==> src/rtl/arilla_bus_arbiter_if.sv <==
// Arbitration bundle for the shared arilla bus: per-master requests/locks in,
// one-hot grant and status out.
interface arilla_bus_arbiter_if #(
    parameter int NumMasters = 2
);
    localparam int IdW = (NumMasters > 1) ? $clog2(NumMasters) : 1;

    logic [NumMasters-1:0] req;
    logic [NumMasters-1:0] lock;
    logic [NumMasters-1:0] available;
    logic [IdW-1:0]        grant_id;
    logic                  contended;
    logic                  lock_error;

    modport master (
        output req,
        output lock,
        input  available,
        input  grant_id,
        input  contended,
        input  lock_error
    );

    modport slave (
        input  req,
        input  lock,
        output available,
        output grant_id,
        output contended,
        output lock_error
    );
endinterface

==> src/rtl/arilla_bus_arbiter.sv <==
// Round-robin arbiter for the arilla bus: parks on the last owner, limits
// contended hold time and releases stuck locks through a watchdog.
module arilla_bus_arbiter #(
    parameter int NumMasters    = 2,
    parameter int DefaultMaster = 0,
    parameter int MaxHold       = 4,
    parameter int LockTimeout   = 64
) (
    input  logic                clk,
    input  logic                rst_n,
    arilla_bus_arbiter_if.slave bus
);
    localparam int IdW   = (NumMasters > 1) ? $clog2(NumMasters) : 1;
    localparam int HoldW = $clog2(MaxHold + 1);
    localparam int LockW = $clog2(LockTimeout + 1);

    localparam logic [IdW-1:0]        DefId    = IdW'(DefaultMaster);
    localparam logic [NumMasters-1:0] OneHot0  = NumMasters'(1);
    localparam logic [HoldW-1:0]      HoldLast = HoldW'(MaxHold - 1);
    localparam logic [HoldW-1:0]      HoldMax  = HoldW'(MaxHold);
    localparam logic [LockW-1:0]      LockLast = LockW'(LockTimeout - 1);

    typedef enum logic [1:0] {
        ST_PARK   = 2'd0,
        ST_OWN    = 2'd1,
        ST_LOCKED = 2'd2
    } state_e;

    state_e                state_q, state_d;
    logic [IdW-1:0]        grant_q, grant_d;
    logic [NumMasters-1:0] avail_q, avail_d;
    logic [HoldW-1:0]      hold_q, hold_d;
    logic [LockW-1:0]      lock_cnt_q, lock_cnt_d;
    logic                  lock_err_q, lock_err_d;

    logic [NumMasters-1:0] waiting_s;
    logic                  contended_s;
    logic                  own_req_s;
    logic                  own_lock_s;
    logic [IdW-1:0]        next_waiter_s;
    logic                  found_s;
    logic                  switch_s;
    logic                  forced_s;

    assign waiting_s   = bus.req & ~avail_q;
    assign contended_s = |waiting_s;
    assign own_req_s   = bus.req[grant_q];
    assign own_lock_s  = bus.lock[grant_q];

    assign bus.available  = avail_q;
    assign bus.grant_id   = grant_q;
    assign bus.contended  = contended_s;
    assign bus.lock_error = lock_err_q;

    // Round-robin scan: first waiter after the owner, wrapping at NumMasters.
    always_comb begin
        next_waiter_s = grant_q;
        found_s       = 1'b0;
        for (int i = 1; i < NumMasters; i++) begin
            if (!found_s && waiting_s[IdW'((int'(grant_q) + i) % NumMasters)]) begin
                next_waiter_s = IdW'((int'(grant_q) + i) % NumMasters);
                found_s       = 1'b1;
            end else begin
                found_s = found_s;
            end
        end
    end

    // Next-owner priority: lock, lock watchdog, hold limit, round-robin, park.
    always_comb begin
        switch_s = 1'b0;
        forced_s = 1'b0;
        if (own_lock_s) begin
            // An expired lock with nobody waiting has nobody to hand over to.
            if ((lock_cnt_q == LockLast) && contended_s) begin
                switch_s = 1'b1;
                forced_s = 1'b1;
            end else begin
                switch_s = 1'b0;
            end
        end else if (own_req_s && (!contended_s || (hold_q < HoldLast))) begin
            switch_s = 1'b0;
        end else if (contended_s) begin
            switch_s = 1'b1;
        end else begin
            switch_s = 1'b0;
        end
    end

    // Grant, counter and error next-state.
    always_comb begin
        grant_d    = grant_q;
        avail_d    = avail_q;
        hold_d     = hold_q;
        lock_cnt_d = lock_cnt_q;
        lock_err_d = forced_s;
        if (switch_s) begin
            grant_d    = next_waiter_s;
            avail_d    = OneHot0 << next_waiter_s;
            hold_d     = {HoldW{1'b0}};
            lock_cnt_d = {LockW{1'b0}};
        end else begin
            if (!contended_s) begin
                hold_d = {HoldW{1'b0}};
            end else if (own_req_s && (hold_q != HoldMax)) begin
                hold_d = hold_q + HoldW'(1);
            end else begin
                hold_d = hold_q;
            end
            if (own_lock_s && contended_s) begin
                lock_cnt_d = lock_cnt_q + LockW'(1);
            end else begin
                lock_cnt_d = {LockW{1'b0}};
            end
        end
    end

    // Ownership FSM.
    always_comb begin
        state_d = state_q;
        case (state_q)
            ST_PARK, ST_OWN, ST_LOCKED: begin
                if (switch_s) begin
                    state_d = ST_OWN;
                end else if (own_lock_s) begin
                    state_d = ST_LOCKED;
                end else if (own_req_s) begin
                    state_d = ST_OWN;
                end else begin
                    state_d = ST_PARK;
                end
            end
            default: state_d = ST_PARK;
        endcase
    end

    // State registers with synchronous active-low reset.
    always_ff @(posedge clk) begin
        if (!rst_n) begin
            state_q    <= ST_PARK;
            grant_q    <= DefId;
            avail_q    <= OneHot0 << DefId;
            hold_q     <= {HoldW{1'b0}};
            lock_cnt_q <= {LockW{1'b0}};
            lock_err_q <= 1'b0;
        end else begin
            state_q    <= state_d;
            grant_q    <= grant_d;
            avail_q    <= avail_d;
            hold_q     <= hold_d;
            lock_cnt_q <= lock_cnt_d;
            lock_err_q <= lock_err_d;
        end
    end
endmodule

==> src/flat_wrapper.sv <==
// flat-port wrapper written by rule: the top's interface ports become plain ports
module arilla_bus_arbiter_flat 
#(
    parameter int NumMasters    = 2,
    parameter int DefaultMaster = 0,
    parameter int MaxHold       = 4,
    parameter int LockTimeout   = 64
)
  (clk, rst_n, bus_req, bus_lock, bus_available, bus_grant_id, bus_contended, bus_lock_error);
  arilla_bus_arbiter_if #(.NumMasters(NumMasters)) bus_i ();
  input  logic clk;
  input  logic rst_n;
  input wire logic [$bits(bus_i.req)-1:0] bus_req;
  input wire logic [$bits(bus_i.lock)-1:0] bus_lock;
  output wire logic [$bits(bus_i.available)-1:0] bus_available;
  output wire logic [$bits(bus_i.grant_id)-1:0] bus_grant_id;
  output wire logic [$bits(bus_i.contended)-1:0] bus_contended;
  output wire logic [$bits(bus_i.lock_error)-1:0] bus_lock_error;
  assign bus_i.req = bus_req;
  assign bus_i.lock = bus_lock;
  assign bus_available = bus_i.available;
  assign bus_grant_id = bus_i.grant_id;
  assign bus_contended = bus_i.contended;
  assign bus_lock_error = bus_i.lock_error;
  arilla_bus_arbiter #(.NumMasters(NumMasters), .DefaultMaster(DefaultMaster), .MaxHold(MaxHold), .LockTimeout(LockTimeout)) u_core (.clk(clk), .rst_n(rst_n), .bus(bus_i));
endmodule
==> config.mk <==
export PLATFORM = sky130hd
export DESIGN_NAME = arilla_bus_arbiter_flat
export DESIGN_NICKNAME = d
export VERILOG_FILES = /design/src/rtl/arilla_bus_arbiter_if.sv /design/src/rtl/arilla_bus_arbiter.sv /design/src/flat_wrapper.sv
export SDC_FILE = /design/constraint.sdc
export NUM_CORES = 1
export LEC_CHECK = 0
export ABC_AREA = 1
export BUFFER_PORTS_ARGS = -buffer_cell sky130_fd_sc_hd__clkbuf_2
export CAP_MARGIN = 20
export CORE_MARGIN = 2
export CORE_UTILIZATION = 40
export DETAILED_ROUTE_END_ITERATION = 12
export SLEW_MARGIN = 40
export SYNTH_ARGS = -nofsm -noshare
export SYNTH_HDL_FRONTEND = slang
export SYNTH_SLANG_ARGS = --single-unit
==> constraint.sdc <==
create_clock -name clk -period 1.27 [get_ports clk]
set_input_delay 0.1905 -clock clk [delete_from_list [all_inputs] [get_ports clk]]
set_output_delay 0.1905 -clock clk [all_outputs]
set_load 0.02 [all_outputs]
==> results of run 1 <==
power groups by stage:
stage	Clock, mW	Sequential, mW	Combinational [mW]
after global placement	0	0.441	0.123
after global routing	0.279	0.437	0.196
after CTS	0.261	0.430	0.131
after floorplan	0	0.446	0.0843
final	0.250	0.435	0.176
after detailed placement	0	0.441	0.124
cell families (layout without fill, tap and decap cells):
logic type      count (synthesis)  in the layout  share of synthesized area [%]
compound gates                  4              4                           3.09
xor+xnor                        7              7                           9.48
fa+ha+maj                       3              3                           5.80
buf+inv                        13             32                           8.12
flops                          13             13                           40.2
simple gates                   47             47                           33.3
state kept, by name, indices dropped and copies added (netlist names):
register               flops
u_core.lock_cnt_q          7
u_core.hold_q              3
u_core.bus.lock_error      1
u_core.bus.available       2
worst reg2reg max path: stages, from the launching register on:
cell and delay [ns]:
dfxtp_2 0.35, ha_4 0.15, nand3_4 0.09, nor2_4 0.14, nand3_4 0.12, nand2_2 0.10
nand2_2 0.06, nand2_1 0.06, nor2_1 0.03
how the worst max path moves through the flow:
stage | slack, ns | depth (start not counted) | endpoint
global route | -0.01 | 7 | u_core.lock_cnt_q[6]$_SDFF_PP0_
detailed placement | 0.001 | 8 | u_core.bus.available[1]$_SDFFE_PN0P_
finish | 0.06 | 4 | bus_contended
CTS | 0.009 | 8 | u_core.bus.available[1]$_SDFFE_PN0P_
global placement | 0.04 | 8 | u_core.bus.available[1]$_SDFFE_PN0P_
floorplan | 0.009 | 8 | u_core.bus.available[1]$_SDFFE_PN0P_
metrics by stage:
stage          setup WS [ns]  power [mW]  hold WS, ns
2_1_floorplan        0.00915       0.530        0.275
3_3_place_gp          0.0358       0.563        0.416
3_5_place_dp         0.00106       0.565        0.421
4_1_cts              0.00925       0.822        0.129
5_1_grt              -0.0150       0.912        0.126
6_report              0.0590       0.860        0.140
layout make-up:
class | instances | area [µm²] | share of cell area, %
Inverter | 12 | 47.5 | 5.29
Tap cell | 16 | 20.0 | 2.23
Sequential cell | 13 | 270 | 30.1
Clock buffer | 4 | 26.3 | 2.92
Multi-Input combinational cell | 61 | 417 | 46.4
Timing Repair Buffer | 16 | 118 | 13.1
routing by layer:
metal | share of wire (%) | GRT usage [%]
met5 | 0 | 0
met2 | 51 | 19.7
met3 | 3.9 | 3.67
met4 | 1.3 | 7.27
met1 | 44 | 16.9
what timing repair did:
action                     in CTS  in global routing
gates resized for setup         4                 23
cloned                          0                  0
buffers inserted                0                  2
setup endpoints to repair       3                 13
pin swaps                       1                  6
cells in the mapped netlist (all sizes together):
cell | instances | area share, %
xor2 | 3 | 4.1
inv | 12 | 7.0
nand4 | 2 | 2.9
nand2 | 17 | 11
xnor2 | 4 | 5.4
nor2 | 18 | 10
buf | 1 | 1.2
o21ai | 2 | 1.5
nand3 | 10 | 9.3
a21oi | 2 | 1.5
dfxtp | 13 | 40
ha | 3 | 5.8
==> out/qor.yml, run 1 <==
synth_cell_types: 17
min_to: "u_core.bus.available[0]$_SDFFE_PN1P_"
p_seq_share_pct: 50.5
place_congestion: 0.770
leakage_nw: 0.369
rr_startpoint: "u_core.lock_cnt_q[1]$_SDFF_PP0_"
comb_power_share_pct: 20.4
worstSkewPairLatency_ns: 0.27
path_cells: "inv_4 > nand2_4 > nand2_4 > buf_8"
slew_viol_final: 0
cts_max_path_buffers: 2
cts_hold_buf: 0
initial_core_util_pct: 42.9
p_sw_mw: 0.243
numCtsBuffers: 3
cts_max_level: 1
cts_sinks: 13
routed_wl_um: 1190
cp_common_cell: "nand2_4"
ys_seq_area_share_pct: 40.2
post-route-period-util_pct: 95.4
cts_root_buffer: "clkbuf_4"
synth_seq_cells: 13
io_buffers: 10
grt_max_degree: 9
place_area_um2: 743
drtIter0Drc: 10
rr_endpoint: "u_core.bus.available[1]$_SDFFE_PN0P_"
synth_area_um2: 647
worst_ep_arrival_time_ns: 1.02
grt_pass1_wl_um: 1860
p_int_mw: 0.617
worstHoldStart: "rst_n"
via_per_inst: 4.63
fp-row-count: 14
final_layout_size_suffix_gt1_share_pct: 37.7
hpwl_um: 851
hold_path_class: "input port to flop"
antenna_cells: 0
fin_skew_ns: 0.00169
final_common_cell: "nor2_1"
tightest_slew_ns: 0.254
dieHeight_um: 44.2
dr.pass1.iters: 4
final_cell_mix: "nor2_1 (17), inv_1 (11), nand2_1 (10), clkbuf_2 (9)"
fmax_mhz: 826
antenna_found_initial: 0
endpoint_kind: "output pin"
setup_viol: 0
grt_overflow: 0
cp_slowest_cell: "dfxtp_4"
critPathLaunchType: "flop"
grtUsageTotal_pct: 13.1
vias: 565
period_needed_ns: 1.21
die-area_mm2: 0.00195
final_core_util_pct: 59.6
reg2reg_slack_ns: 0.08
wl_per_cell_um: 9.76
fin_area_um2: 898
synthCells: 87
crit_required_ns: 1.08
ant_nets: 0
swShare_pct: 28.3
hold-path-cell-count: 2
io_pins: 11
final.setup.tns_ns: 0
max_stage_delay_ns: 0.41
max-cap-violations: 0
synth_area_per_cell_um2: 7.44
path_class: "flop to output pin"
yosys_warnings: 0
power.density_mw_per_mm2: 958
max_slew_margin_pct: 83.0
synth_fp_nets: 96
ir_drop_mv: 0.731
cts_tree: "yes"
core_mm2: 0.00151
finalHoldViolCount: 0
fill_cells: 152
critPathBufInv: 2
status: "completed"
clk_pin_slew_ns: 0.07
critical-path-top-delay-family: "flip-flops"
worstPathMaxFanout: 8
drc_errors: 0
pwr-share-clk_pct: 29.1
r2r_cells: 8
nets: 116
fp.dieW_um: 44.2
fin_cells: 122
cp-startpoint: "u_core.bus.available[1]$_SDFFE_PN0P_"
area_growth_pct: 38.9
place_inst: 116
grt_pass1_vias: 490
(Power assumes the default switching activity.)
==> inputs of run 2 (changes only) <==
--- a/config.mk
+++ b/config.mk
@@ -8,7 +8,6 @@
 export ABC_AREA = 1
 export BUFFER_PORTS_ARGS = -buffer_cell sky130_fd_sc_hd__clkbuf_2
 export CAP_MARGIN = 20
-export CORE_MARGIN = 2
 export CORE_UTILIZATION = 40
 export DETAILED_ROUTE_END_ITERATION = 12
 export SLEW_MARGIN = 40
==> run 2 against run 1 <==
Combinational power is 10% lower; count of clock-buffer cells in the layout is the same; register-to-register slack about the same; clock skew is 0.0011 ns lower; final cell count did not move; highest routed layer unchanged; core utilization is 2.1 points lower; global-route usage rose by 1.1 points; clock power hardly changed; sequential power barely moved; hold slack about the same; wire length rose by 0.59%.
==> out/qor.yml, run 2 (synthesis results as in run 1) <==
status: "completed"
antenna_found_initial: 0  # unchanged
busiest_layer: "met2"
crit_required_ns: 1.08  # about the same
cts_max_level: 1  # unchanged
worstSkewPairLatency_ns: 0.27  # about the same
place_congestion: 0.762  # -1.1%
routed_wl_um: 1200  # +0.59%
fp.dieW_um: 42.2  # -4.5%
period_needed_ns: 1.22  # +0.00823 ns
grtUsageTotal_pct: 14.2  # +1.1 points
dr.pass1.iters: 4  # unchanged
use_met2_pct: 24.3  # +4.6 points
core_mm2: 0.00151  # unchanged
final.setup.tns_ns: 0  # unchanged
cts_hold_buf: 0  # unchanged
endpoint_kind: "output pin"
seq_area_um2: 270  # unchanged
antenna_cells: 0  # unchanged
fill_cells: 153  # +0.66%
cts_root_buffer: "clkbuf_4"
total_power_mw: 0.840  # -2.3%
grt_pass1_wl_um: 1910  # +2.6%
ir_drop_mv: 0.703  # -3.8%
finalHoldViolCount: 0  # unchanged
slew_viol_final: 0  # unchanged
path_cells: "inv_4 > nand2_2 > nand2_4 > clkbuf_8"
holdWs_ns: 0.139  # -0.000477 ns
hold_path_class: "input port to flop"
dieHeight_um: 42.2  # -4.5%
tightest_slew_ns: 0.258  # +0.00325 ns
hpwl_um: 874  # +2.7%
grt_pass1_vias: 512  # +4.5%
cts_tree: "yes"
cts_max_path_buffers: 2  # unchanged
nets: 116  # unchanged
path_class: "flop to output pin"
final_core_util_pct: 57.6  # -2.1 points
top_register: "u_core.lock_cnt_q"
worst_slack_ns: 0.0508  # -0.00823 ns
final_layout_size_suffix_gt1_share_pct: 35.8  # -1.9 points
worstHoldStart: "rst_n"
cp-startpoint: "u_core.bus.available[1]$_SDFFE_PN0P_"
worstPathMaxFanout: 6  # -2
wl_per_cell_um: 9.82  # +0.59%
grt_util_met1_pct: 15.8  # -1.1 points
pre_cts_ws_ns: 0.00888  # +0.00782 ns
power.density_mw_per_mm2: 969  # +1.2%
max_stage_delay_ns: 0.39  # -0.02 ns
largest_reg_flops: 7  # unchanged
fin_skew_ns: 0.000601  # -0.00109 ns
initial_core_util_pct: 42.9  # unchanged
area_growth_pct: 34.0
die-area_mm2: 0.00178  # -8.8%
numCtsBuffers: 3  # unchanged
use_met3_pct: 3.88  # +0.21 points
clk_pin_slew_ns: 0.07  # about the same
final_cell_mix: "nor2_1 (17), nand2_1 (12), inv_1 (11), clkbuf_2 (9)"
via_per_inst: 4.72  # +1.9%
post-route-period-util_pct: 96.0  # +0.65 points
cp_slowest_cell: "dfxtp_4"
leakage_nw: 0.363  # -1.6%
drtIter0Drc: 2  # -8
cts_sinks: 13  # unchanged
worst_ep_arrival_time_ns: 1.03  # about the same
io_pins: 11  # unchanged
max-cap-violations: 0  # unchanged
fp-row-count: 14  # unchanged
rr_startpoint: "u_core.bus.available[1]$_SDFFE_PN0P_"
ant_nets: 0  # unchanged
io_buffers: 10  # unchanged
setup_viol: 0  # unchanged
max_slew_margin_pct: 82.8  # -0.22 points
vias: 576  # +1.9%
final_common_cell: "nor2_1"
critPathLaunchType: "flop"
fmax_mhz: 820  # -0.68%
grt_max_degree: 9  # unchanged
drc_errors: 0  # unchanged
multiInputGateArea_um2: 399  # -4.2%
grt_overflow: 0  # unchanged
==> run 2: cell type report <==
| type | count | area share (%) |
|---|---|---|
| clock buffers | 4 | 3.03 |
| inverters | 12 | 5.48 |
| multi-input cells | 61 | 46.0 |
| flip-flops and latches | 13 | 31.2 |
| well taps | 16 | 2.31 |
| repair buffers | 16 | 12.0 |
==> run 2: critical path: cells and delay by family, from the launching register on <==
| family | cells | cell delay [ns] |
|---|---|---|
| flip-flops | 1 | 0.39 |
| AND/OR/NAND/NOR | 2 | 0.16 |
| buffers and inverters | 2 | 0.20 |
==> run 2: what timing repair did <==
item                                    CTS  global route
endpoints found under the setup margin    3            13
resized for setup                         3            19
pin swaps                                 0             4
buffers inserted                          0             2
==> run 2: power breakdown <==
part	switching [mW]	internal, mW
clock	0.128	0.122
combinational	0.0942	0.0634
sequential	0.0132	0.420
total	0.235	0.605
==> run 2: worst paths after layout <==
kind                                     endpoint  slack, ns  cells after the start
max                                 bus_contended       0.05                      4
min          u_core.bus.available[0]$_SDFFE_PN1P_       0.14                      2
max reg2reg  u_core.bus.available[1]$_SDFFE_PN0P_       0.09                      9
min reg2reg  u_core.bus.available[0]$_SDFFE_PN1P_       0.52                      2
==> run 2: stage by stage <==
stage | instances | instance area (µm²)
6_report | 122 | 867
5_1_grt | 122 | 867
4_1_cts | 120 | 781
3_5_place_dp | 116 | 743
3_3_place_gp | 116 | 743
2_1_floorplan | 87 | 651
==> run 2: layer usage <==
layer | routed length [µm] | vias up
li1 | - | 312
met1 | 527 | 254
met2 | 620 | 8
met3 | 38 | 2
met4 | 12 | 0
met5 | 0 | -
